[config.mk]
export PLATFORM = sky130hd
export DESIGN_NAME = c6ib_wr_scheduler
export DESIGN_NICKNAME = d
export VERILOG_FILES = /design/src/rtl/c6ib_wr_scheduler.sv
export SDC_FILE = /design/constraint.sdc
export NUM_CORES = 1
export LEC_CHECK = 0
export CELL_PAD_IN_SITES_DETAIL_PLACEMENT = 1
export CELL_PAD_IN_SITES_GLOBAL_PLACEMENT = 1
export CORE_AREA = 2 2 108 152
export DETAILED_ROUTE_END_ITERATION = 12
export DIE_AREA = 0 0 110 154
export PLACE_DENSITY_LB_ADDON = 0.2
export REMOVE_ABC_BUFFERS = 1
export SLEW_MARGIN = 10
export SYNTH_ARGS = -nofsm -noshare
export SYNTH_HDL_FRONTEND = slang
export SYNTH_SLANG_ARGS = --single-unit
export TNS_END_PERCENT = 1
[constraint.sdc]
create_clock -name sys_clk -period 2.3 [get_ports sys_clk]
set_input_delay 0.23 -clock sys_clk [delete_from_list [all_inputs] [get_ports sys_clk]]
set_output_delay 0.23 -clock sys_clk [all_outputs]
set_load 0.01 [all_outputs]
[src/rtl/c6ib_wr_scheduler.sv]
// -----------------------------------------------------------------------------
// c6ib_wr_scheduler
//
// Sequences one IB-LUT RAM write pass for the CNU6 IB memory. Triples {A,B,C}
// arrive over a valid/ready handshake. Each triple is serialised into three
// write beats to one RAM bank. Banks advance 0..BANK_NUM-1 within a page, and
// pages advance 0..PAGE_NUM-1 within a pass. A single-clock FSM does this work
// in place of the old divide-by-3 clock, port shifter and ram_sel counter.
//
// Ports
//   sys_clk          in   system clock; all logic is on posedge
//   rst              in   synchronous, active-high reset
//   iter_rqst        in   starts a write pass (honoured only in IDLE)
//   iter_termination in   aborts the pass; overrides every other input
//   in_valid         in   the triple on in_portA/B/C is valid
//   in_ready         out  scheduler accepts a triple this cycle (LOAD)
//   in_portA/B/C     in   triple words 0/1/2
//   ram_we           out  one-hot bank write enable
//   ram_wdata        out  write data
//   page_addr        out  page address, common to all banks
//   wr_offset        out  beat within the triple (0=A, 1=B, 2=C)
//   c6ib_rom_rst     out  1-cycle pulse at pass start (INIT)
//   iter_update      out  1-cycle pulse at pass completion (DONE)
//   busy             out  high in every state except IDLE
//   state            out  FSM state code, for debug
//
// Every output is a flop. Each output is loaded from the next-state decode, so
// its value lines up with the state it describes. No input reaches an output
// without passing through a register.
// -----------------------------------------------------------------------------
module c6ib_wr_scheduler #(
  parameter int DATA_W   = 32,
  parameter int BANK_NUM = 4,
  parameter int PAGE_NUM = 32,
  parameter int PAGE_W   = $clog2(PAGE_NUM)
) (
  input  logic                sys_clk,
  input  logic                rst,
  input  logic                iter_rqst,
  input  logic                iter_termination,
  input  logic                in_valid,
  output logic                in_ready,
  input  logic [DATA_W-1:0]   in_portA,
  input  logic [DATA_W-1:0]   in_portB,
  input  logic [DATA_W-1:0]   in_portC,
  output logic [BANK_NUM-1:0] ram_we,
  output logic [DATA_W-1:0]   ram_wdata,
  output logic [PAGE_W-1:0]   page_addr,
  output logic [1:0]          wr_offset,
  output logic                c6ib_rom_rst,
  output logic                iter_update,
  output logic                busy,
  output logic [2:0]          state
);

  localparam int BANK_W = (BANK_NUM > 1) ? $clog2(BANK_NUM) : 1;
  localparam logic [BANK_W-1:0] BANK_LAST = BANK_W'(BANK_NUM - 1);
  localparam logic [PAGE_W-1:0] PAGE_LAST = PAGE_W'(PAGE_NUM - 1);

  typedef enum logic [2:0] {
    ST_IDLE  = 3'd0,
    ST_INIT  = 3'd1,
    ST_LOAD  = 3'd2,
    ST_SHIFT = 3'd3,
    ST_DONE  = 3'd4
  } state_e;

  state_e              state_r, state_fsm_s, state_nxt_s;
  logic [BANK_W-1:0]   bank_r, bank_fsm_s, bank_nxt_s;
  logic [PAGE_W-1:0]   page_r, page_fsm_s, page_nxt_s;
  logic [1:0]          beat_r, beat_fsm_s, beat_nxt_s;
  logic                capture_fsm_s, capture_s;
  logic [DATA_W-1:0]   word_b_r, word_c_r;
  logic [DATA_W-1:0]   wdata_nxt_s;

  logic [BANK_NUM-1:0] ram_we_r;
  logic [DATA_W-1:0]   ram_wdata_r;
  logic [PAGE_W-1:0]   page_addr_r;
  logic [1:0]          wr_offset_r;
  logic                in_ready_r;
  logic                rom_rst_r;
  logic                iter_update_r;
  logic                busy_r;

  // One-hot bank select, written as a loop so that BANK_NUM=1 is still legal.
  function automatic logic [BANK_NUM-1:0] bank_onehot(input logic [BANK_W-1:0] bank);
    logic [BANK_NUM-1:0] oh;
    oh = {BANK_NUM{1'b0}};
    for (int i = 0; i < BANK_NUM; i++) begin
      oh[i] = (bank == BANK_W'(i));
    end
    return oh;
  endfunction

  // Pass sequencing: normal FSM progression, before termination is applied.
  always_comb begin
    state_fsm_s   = state_r;
    bank_fsm_s    = bank_r;
    page_fsm_s    = page_r;
    beat_fsm_s    = beat_r;
    capture_fsm_s = 1'b0;
    case (state_r)
      ST_IDLE: begin
        if (iter_rqst) begin
          state_fsm_s = ST_INIT;
        end else begin
          state_fsm_s = ST_IDLE;
        end
      end
      ST_INIT: begin
        bank_fsm_s  = {BANK_W{1'b0}};
        page_fsm_s  = {PAGE_W{1'b0}};
        beat_fsm_s  = 2'd0;
        state_fsm_s = ST_LOAD;
      end
      ST_LOAD: begin
        if (in_valid) begin
          capture_fsm_s = 1'b1;
          beat_fsm_s    = 2'd0;
          state_fsm_s   = ST_SHIFT;
        end else begin
          state_fsm_s   = ST_LOAD;
        end
      end
      ST_SHIFT: begin
        if (beat_r == 2'd2) begin
          beat_fsm_s = 2'd0;
          if (bank_r != BANK_LAST) begin
            bank_fsm_s  = bank_r + BANK_W'(1'b1);
            state_fsm_s = ST_LOAD;
          end else begin
            bank_fsm_s = {BANK_W{1'b0}};
            if (page_r != PAGE_LAST) begin
              page_fsm_s  = page_r + PAGE_W'(1'b1);
              state_fsm_s = ST_LOAD;
            end else begin
              state_fsm_s = ST_DONE;
            end
          end
        end else begin
          beat_fsm_s = beat_r + 2'd1;
        end
      end
      ST_DONE: begin
        state_fsm_s = ST_IDLE;
      end
      default: begin
        // Illegal codes 5-7 recover to a clean IDLE.
        state_fsm_s = ST_IDLE;
        bank_fsm_s  = {BANK_W{1'b0}};
        page_fsm_s  = {PAGE_W{1'b0}};
        beat_fsm_s  = 2'd0;
      end
    endcase
  end

  // Termination overrides the FSM; in IDLE it also masks a concurrent iter_rqst.
  always_comb begin
    if (iter_termination) begin
      state_nxt_s = ST_IDLE;
      bank_nxt_s  = {BANK_W{1'b0}};
      page_nxt_s  = {PAGE_W{1'b0}};
      beat_nxt_s  = 2'd0;
      capture_s   = 1'b0;
    end else begin
      state_nxt_s = state_fsm_s;
      bank_nxt_s  = bank_fsm_s;
      page_nxt_s  = page_fsm_s;
      beat_nxt_s  = beat_fsm_s;
      capture_s   = capture_fsm_s;
    end
  end

  // Data for the next beat. Beat 0 is loaded straight from port A during the
  // capture edge, so only B and C need holding registers.
  always_comb begin
    case (beat_nxt_s)
      2'd0:    wdata_nxt_s = in_portA;
      2'd1:    wdata_nxt_s = word_b_r;
      2'd2:    wdata_nxt_s = word_c_r;
      default: wdata_nxt_s = word_c_r;
    endcase
  end

  // State, counters, held triple words and all registered outputs.
  always_ff @(posedge sys_clk) begin
    if (rst) begin
      state_r       <= ST_IDLE;
      bank_r        <= {BANK_W{1'b0}};
      page_r        <= {PAGE_W{1'b0}};
      beat_r        <= 2'd0;
      word_b_r      <= {DATA_W{1'b0}};
      word_c_r      <= {DATA_W{1'b0}};
      ram_we_r      <= {BANK_NUM{1'b0}};
      ram_wdata_r   <= {DATA_W{1'b0}};
      page_addr_r   <= {PAGE_W{1'b0}};
      wr_offset_r   <= 2'd0;
      in_ready_r    <= 1'b0;
      rom_rst_r     <= 1'b0;
      iter_update_r <= 1'b0;
      busy_r        <= 1'b0;
    end else begin
      state_r       <= state_nxt_s;
      bank_r        <= bank_nxt_s;
      page_r        <= page_nxt_s;
      beat_r        <= beat_nxt_s;
      if (capture_s) begin
        word_b_r <= in_portB;
        word_c_r <= in_portC;
      end else begin
        word_b_r <= word_b_r;
        word_c_r <= word_c_r;
      end
      in_ready_r    <= (state_nxt_s == ST_LOAD);
      rom_rst_r     <= (state_nxt_s == ST_INIT);
      iter_update_r <= (state_nxt_s == ST_DONE);
      busy_r        <= (state_nxt_s != ST_IDLE);
      // Address and data hold their last values outside SHIFT.
      if (state_nxt_s == ST_SHIFT) begin
        ram_we_r    <= bank_onehot(bank_nxt_s);
        ram_wdata_r <= wdata_nxt_s;
        page_addr_r <= page_nxt_s;
        wr_offset_r <= beat_nxt_s;
      end else begin
        ram_we_r    <= {BANK_NUM{1'b0}};
        ram_wdata_r <= ram_wdata_r;
        page_addr_r <= page_addr_r;
        wr_offset_r <= wr_offset_r;
      end
    end
  end

  assign in_ready     = in_ready_r;
  assign ram_we       = ram_we_r;
  assign ram_wdata    = ram_wdata_r;
  assign page_addr    = page_addr_r;
  assign wr_offset    = wr_offset_r;
  assign c6ib_rom_rst = rom_rst_r;
  assign iter_update  = iter_update_r;
  assign busy         = busy_r;
  assign state        = state_r;

endmodule
Yosys cells after proc, flatten, opt, wreduce, memory -nomap -nowiden
Index checks and enable logic that the tools add are counted.

Register bits: 123. Bits of input ports: 101. Output and inout port bits: 50. Logic and storage cells: 64.

Add/subtract/negate cells: 3. Equal/unequal tests: 15. Multiplexer cells: 24. Bitwise operators: 1. Reduce and logical (&&, ||, !) cells: 7.

Operator list (count): case mux 32 bit (2 select lines) (1); two-way mux 5 bit (4); == test 3 x 2 -> 1 bit, second input constant (4); two-way mux 2 bit (6); two-way mux 3 bit (4); case mux 3 bit (4 select lines) (1); case mux 5 bit (2 select lines) (1); == test 2 bit, second input constant (3); == test 3 x 1 -> 1 bit, second input constant (2); == test 3 bit, second input constant (2); case mux 2 bit (3 select lines) (1); adder 5 x 1 -> 5 bit, second input constant (1); two-way mux 1 bit (5); != test 5 bit, second input constant (1); adder 2 x 1 -> 2 bit, second input constant (2); == test 2 x 1 -> 1 bit, second input constant (2); zero test 2 bit (2); case mux 2 bit (2 select lines) (1); OR reduction 2 bit (2); zero test 3 bit (1); nonzero test 3 bit (1); OR reduction 3 bit (1); != test 2 bit, second input constant (1); NOT 1 bit (1).

Depth between registers and ports, before layout
Gate-level depths: netlist (run 1).

Depth after elaboration: 9. Mapped depth: 8.

Least setup slack after synthesis (run 1)
OpenSTA, ideal clock, no wires.

Kind: register -> register. From: register page_r[0]. To: register ram_wdata_r[12] (netlist: ram_wdata[12]). Setup time: 132 ps. Data arrival time: 1627 ps. Required time: 2168 ps. Slack: 541 ps. Stages on the path, launching flop included: 8. Path buffers: 1. Period minus slack after synthesis: 1759 ps. Path through: dfxtp_1 -> ha_1 -> nand4_1 -> o311a_1 -> o211a_1 -> buf_2 -> o21ai_0 -> a41oi_2.

Word-level cells in the longest chain between the ends: 7.

RTL lines: start, declared (line 70) `logic [PAGE_W-1:0] page_r, page_fsm_s, page_nxt_s;`; start signal, assigned (line 190) `page_r <= {PAGE_W{1'b0}};`; start signal, assigned (line 205) `page_r <= page_nxt_s;`; != test 5 bit (line 133) `if (page_r != PAGE_LAST) begin`; two-way mux 3 bit (line 133); two-way mux 3 bit (line 128) `if (bank_r != BANK_LAST) begin`; two-way mux 3 bit (line 126) `if (beat_r == 2'd2) begin`; case mux 3 bit (4 select lines) (line 102) `case (state_r)`; two-way mux 3 bit (line 159) `if (iter_termination) begin`; == test 3 x 2 -> 1 bit (line 219) `if (state_nxt_s == ST_SHIFT) begin`; end signal, assigned (line 195) `ram_wdata_r <= {DATA_W{1'b0}};`; end signal, assigned (line 221) `ram_wdata_r <= wdata_nxt_s;`; end signal, assigned (line 226) `ram_wdata_r <= ram_wdata_r;`; end, declared (line 77) `logic [DATA_W-1:0] ram_wdata_r;`.

No other way between the ends. A chain may end at the register's enable or synchronous reset.

Final worst setup path (run 1)
From: register bank_r[0]. To: register ram_wdata_r[12] (netlist: ram_wdata[12]).

Word-level cells in the longest chain between the ends: 6.

RTL lines: start, declared (line 69) `logic [BANK_W-1:0] bank_r, bank_fsm_s, bank_nxt_s;`; start signal, assigned (line 189) `bank_r <= {BANK_W{1'b0}};`; start signal, assigned (line 204) `bank_r <= bank_nxt_s;`; != test 2 bit (line 128); two-way mux 3 bit (line 128); two-way mux 3 bit (line 126); case mux 3 bit (4 select lines) (line 102); two-way mux 3 bit (line 159); == test 3 x 2 -> 1 bit (line 219).

No other way between the ends.

==> results of run 1 <==
[synthesized netlist by cell type (all sizes together) (2+ instances only)]
master | number | area [µm²]
a41oi | 10 | 155
a211oi | 8 | 60.1
nor2 | 21 | 86.3
or3 | 2 | 12.5
a2bb2oi | 2 | 23.8
nand2b | 3 | 18.8
dfxtp | 123 | 2460
a31oi | 41 | 257
nor4 | 3 | 18.8
or2 | 3 | 18.8
nand2 | 164 | 616
a22oi | 2 | 15.0
a21o | 2 | 15.0
o211ai | 4 | 35.0
nand3 | 43 | 215
and4 | 2 | 17.5
nor2b | 4 | 25.0
nor4b | 3 | 32.5
buf | 38 | 219
a21oi | 76 | 388
o21ai | 42 | 210
nor3 | 5 | 35.0
a211o | 2 | 17.5
clkbuf | 17 | 63.8
and2 | 2 | 12.5
ha | 2 | 25.0
inv | 3 | 11.3
nand3b | 4 | 42.5
[power by group through the flow]
stage	registers (mW)	clock network, mW	logic, mW
floorplan	2.21	0	0.0717
global placement	2.21	0	0.346
detailed placement	2.21	0	0.350
CTS	2.17	2.62	0.353
global route	2.17	2.73	0.376
finish	2.17	2.58	0.350
[final timing paths]
check | start | end | slack (ns) | cells after the start
setup reg to reg | bank_r[0] | ram_wdata[12] | 0.14 | 7
setup / recovery | bank_r[0] | ram_wdata[12] | 0.14 | 7
hold / removal | rst | bank_r[0] | 0.26 | 3
hold reg to reg | word_b_r[27] | word_b_r[27] | 0.46 | 2
[placed cells by master (no fill, tap or decap), types with 3 or more instances in the layout]
cell type / instances
a211oi_1: 8
a21oi_1: 74
a31oi_1: 41
a41oi_2: 9
buf_12: 7
buf_4: 18
clkbuf_16: 17
clkbuf_8: 3
clkdlybuf4s50_1: 149
clkinv_2: 5
dfxtp_1: 121
inv_1: 3
nand2_1: 164
nand2b_1: 3
nand3_1: 43
nand3b_1: 3
nor2_1: 18
nor2b_1: 4
nor3_1: 3
nor4_1: 3
o211ai_1: 3
o21ai_0: 35
o21ai_1: 7
or2_2: 3
[routing by layer]
layer / global-route usage / wire [µm]
met5: 0 / 0
met4: 0.0814 / 322
met2: 0.406 / 9870
met3: 0.0458 / 710
met1: 0.247 / 7250
[tightest hold or removal path: stages]
cell,delay (ns)
buf_4,0.10
inv_1,0.13
and2_1,0.17
[metrics by stage]
step,power [mW],hold WS [ns]
final,5.10,0.264
after global routing,5.27,0.278
after CTS,5.14,0.264
after detailed placement,2.56,0.448
after global placement,2.56,0.444
after floorplan,2.28,0.299
[flip-flops by register name (all words and copies together) (netlist names)]
name,cells
bank_r,2
beat_r,2
busy,1
c6ib_rom_rst,1
in_ready,1
iter_update,1
page_addr,5
page_r,5
ram_wdata,32
ram_we,4
state,3
word_b_r,32
word_c_r,32
wr_offset,2
[what timing repair did]
item                       CTS  global route
setup buffers                0             2
hold buffers                 0             0
setup endpoints to repair    0            22
resized for setup            0             4
[cell families (layout without fill, tap and decap cells)]
logic type	after synthesis	after routing
and+or+nand+nor	262	262
AOI/OAI and AO/OA	196	196
DFF	123	123
buffers and inverters	58	207
adders and majority gates	2	2
[final cells by class]
cell class | count | area (µm²)
inverter | 3 | 11.3
sequential | 123 | 2460
tap | 196 | 245
clock buffer | 22 | 474
fill | 1821 | 7940
timing repair buffer | 174 | 1770
multi-input combinational | 460 | 2470
clock inverter | 8 | 93.8
==> metrics, run 1 <==
outcome complete, no violations; Crit path max-delay family compound AO/OA/AOI/OAI gates; Ports 151; GRT Overall Usage 0.222; Detailed Route Iter0 Violations 161; max cap viols 0; Reg clk slew, reported paths 0.05 ns; Async SR Flop Fraction 0; register area share after synthesis 0.474; global-route wire length before repair 28,900 µm; mapped cell area 5200 µm²; Root Driver clkbuf_16; Unique masters post-synth 50; Hold Fails Final Rpt 0; compound-cell area share of the yosys netlist 0.239; H-tree Lvls 4; Post-Route Utilization 0.487; slowest stage cell, crit path o311a_1; min Tclk post-route 2.16 ns; RePlAce Congestion 0.957; Non-Filler Instances 986; crit share post-route 0.941; Die Height 154 µm; Reg power frac 0.425; Avg Synthesized Cell Area 8.11 µm²; VDD IR-drop max 0.459 mV; P_int 4.02 mW; max-slew violation count 0; Syn-to-layout area delta 44.8%; worst-path fanout max 21; Slew Limit Headroom 0.646; layout cells sized above 1 0.106; CP max stage delay 0.43 ns; largest net degree at the start of global routing 65; Synth Area in XOR/XNOR 0; crit-path cells ha_1 -> nand3b_1 -> o311a_1 -> o211a_2 -> buf_4 -> o21ai_0 -> a41oi_2; drt drc 0; Via density 5.31; Setup crit end kind flop; Vias 5,234; Post-DP HPWL 12,400 µm; YS warnings 0; Critical Path Start Type flop; skew final 0.00528 ns; clock network power share 0.506; DRT Pass-1 Iters 5; Net Sw Frac 0.211; Placeable Area 15,500 µm²; multiplexer share of the synthesized area 0; achievable frequency 462 MHz; TritonCTS Sinks 123; kind of critical path flop to flop; simple logic cell fraction of the synthesized area 0.226; port bufs 150; Bufs and invs on worst path 1; initial antenna violation count 0; largest family of logic cells by synthesized area compound AO/OA/AOI/OAI gates; placed cell count 954; Synth Instances 641; setup_tns 0 ns; clock tree from TritonCTS built; Diodes inserted 0; Post-Synth Adder-Cell Area 0.00481; Post-synth EDFFs 0; Die W 110 µm; PwrDens 677 nW/µm²; leakage power 2.61 nW; die area 16,900 µm²; worst hold path type input pin to flop; clk buf depth 2; remaining global-route overflow 0; worst slew pin tran 0.531 ns; area post-placement 6940 µm²; number of buffers created by CTS 17; fin nets 882; Logic pwr share 0.069; Post-Route WL 18,200 µm; ANT nets after route 0; initial core utilization 0.336; Routed WL per cell 18.4 µm; Worst EP required 2.58 ns; Core Rows 54; Yosys reg bits 123; worst skew pair latency 0.41 ns; Final Setup Violations 0; final instance area 7530 µm²; top_reg_cell synth dfxtp_1; pre-CTS setup slack 0.0514 ns; min setup slack post-route 0.136 ns; Worst Path Arrival 2.44 ns; number of global-route vias before repair 5,543; Sw Pwr 1.08 mW
(Power assumes the default switching activity.)
==> inputs of run 2 (changes only) <==
Settings changed: SETUP_SLACK_MARGIN set to 0.05.
==> run 2 against run 1 <==
Compared with the run above: global-route usage unchanged; final cell count up 0.10%; clock-buffer cell count unchanged; critical path depth stayed put; sequential share of layout area about the same; clock skew fell by 0.00066 ns; register-to-register slack about the same; largest power group unchanged.
==> metrics, run 2 (same netlist as run 1, synthesis figures left out) <==
outcome complete, no violations; port bufs 150 (unchanged); die area 16,900 µm² (unchanged); RSZ-0062 raised after global routing yes; Net Sw Frac 0.212 (+0.000599); drt drc 0 (unchanged); crit share post-route 0.935 (-0.00583); kind of critical path flop to flop; Root Driver clkbuf_16; clk buf depth 2 (unchanged); worst hold path type input pin to flop; Via density 5.30 (-0.10%); Die Height 154 µm (unchanged); DRT Pass-1 Iters 4 (-1); most common cell after layout, fill and taps aside nand2_1; number of buffers created by CTS 17 (unchanged); Post-DP HPWL 12,400 µm (unchanged); number of global-route vias before repair 5,543 (unchanged); VDD IR-drop max 0.460 mV (+0.38%); setup_tns 0 ns (unchanged); Syn-to-layout area delta 45.0% (about the same); pre-CTS setup slack 0.0514 ns (unchanged); PwrDens 677 nW/µm² (about the same); Reg clk slew, reported paths 0.05 ns (about the same); skew final 0.00462 ns (-0.000662 ns); Slew Limit Headroom 0.641 (-0.00523); Setup crit end kind flop; remaining global-route overflow 0 (unchanged); clock network power share 0.507 (about the same); ANT nets after route 0 (unchanged); Worst Path Arrival 2.49 ns (+0.05 ns); fin nets 883 (+0.11%); Routed WL per cell 18.4 µm (-0.18%); min Tclk post-route 2.15 ns (-0.0134 ns); most frequent cells in the layout nand2_1, clkdlybuf4s50_1, dfxtp_1; largest net degree at the start of global routing 65 (unchanged); max cap viols 0 (unchanged); P_int 4.02 mW (about the same); worst slew pin tran 0.539 ns (+0.00785 ns); Sw Pwr 1.08 mW (+0.34%); layout cells sized above 1 0.107 (+0.00113); initial antenna violation count 0 (unchanged); Hold Fails Final Rpt 0 (unchanged); worst skew pair latency 0.42 ns (about the same); global-route wire length before repair 28,900 µm (unchanged); Worst EP required 2.64 ns (+0.06 ns); H-tree Lvls 4 (unchanged); Core Rows 54 (unchanged); Ports 151 (unchanged); Detailed Route Iter0 Violations 168 (+4.3%); final instance area 7540 µm² (about the same); Final Power 5.10 mW (about the same); leakage power 2.61 nW (+0.16%); Vias 5,234 (unchanged); area post-placement 6940 µm² (unchanged); Logic pwr share 0.069 (about the same); Diodes inserted 0 (unchanged); Post-Route Utilization 0.487 (about the same); worst-path fanout max 15 (-29%); TritonCTS Sinks 123 (unchanged); fillers 1,821 (unchanged); clock tree from TritonCTS built; GRT Overall Usage 0.222 (unchanged); Final Setup Violations 0 (unchanged); Critical Path Start Type flop; Post-Route WL 18,100 µm (about the same); initial core utilization 0.336 (unchanged); Die W 110 µm (unchanged); max-slew violation count 0 (unchanged); RePlAce Congestion 0.957 (unchanged); Placeable Area 15,500 µm² (unchanged); achievable frequency 465 MHz (+0.62%); Reg power frac 0.425 (about the same); min setup slack post-route 0.149 ns (+0.0134 ns)
-- run 2: routing by layer --
metal / global-route usage / vias to the layer above / share of wire
met5: 0 / - / 0
met4: 0.0814 / 0 / 0.022
met3: 0.0458 / 32 / 0.039
met2: 0.406 / 137 / 0.54
met1: 0.247 / 2536 / 0.40
li1: - / 2529 / -
-- run 2: layout make-up --
type	count	area, µm²	share of cell area
Timing Repair Buffer	175	1770	0.235
Multi-Input combinational cell	460	2470	0.328
Sequential cell	123	2460	0.327
Tap cell	196	245	0.0325
Clock buffer	22	474	0.0629
Clock inverter	8	93.8	0.0125
Inverter	3	11.3	0.00149
-- run 2: through the flow --
step	hold WS [ns]	std cells
CTS	0.264	984
detailed placement	0.448	954
global placement	0.444	954
finish	0.259	987
global route	0.278	987
floorplan	0.299	586
-- run 2: final timing paths --
| kind | start | endpoint | slack (ns) | cells after the start |
|---|---|---|---|---|
| worst max-delay path | page_r[0] | ram_wdata[10] | 0.15 | 7 |
| worst min-delay path | rst | bank_r[0] | 0.26 | 3 |
| worst max register to register | page_r[0] | ram_wdata[10] | 0.15 | 7 |
| worst min register to register | word_b_r[21] | word_b_r[21] | 0.46 | 2 |
-- run 2: power by group through the flow --
stage	Clock, mW	Sequential [mW]	Combinational, mW
floorplan	0	2.21	0.0717
global placement	0	2.21	0.346
detailed placement	0	2.21	0.350
CTS	2.62	2.17	0.353
global route	2.73	2.17	0.376
finish	2.58	2.17	0.350
-- run 2: what timing repair did --
| item | CTS | global route |
|---|---|---|
| gates cloned | 0 | 0 |
| pin swaps | 0 | 1 |
| endpoints found under the hold margin | 0 | 0 |
| setup endpoints to repair | 2 | 31 |
| hold buffers | 0 | 0 |
| buffers inserted | 0 | 3 |
| gates resized for setup | 1 | 4 |
-- run 2: critical path, stage by stage (launching register included) --
cell,delay [ns]
dfxtp_1,0.40
ha_2,0.25
nand4_1,0.20
o311a_1,0.45
o211ai_4,0.17
buf_4,0.30
a31oi_1,0.08
a31oi_1,0.21
==> inputs of run 3 (changes only) <==
Settings changed: SLEW_MARGIN 10 to unset.
==> results of run 3 <==
Final layout, timing and power as in run 2 (identical DEF).
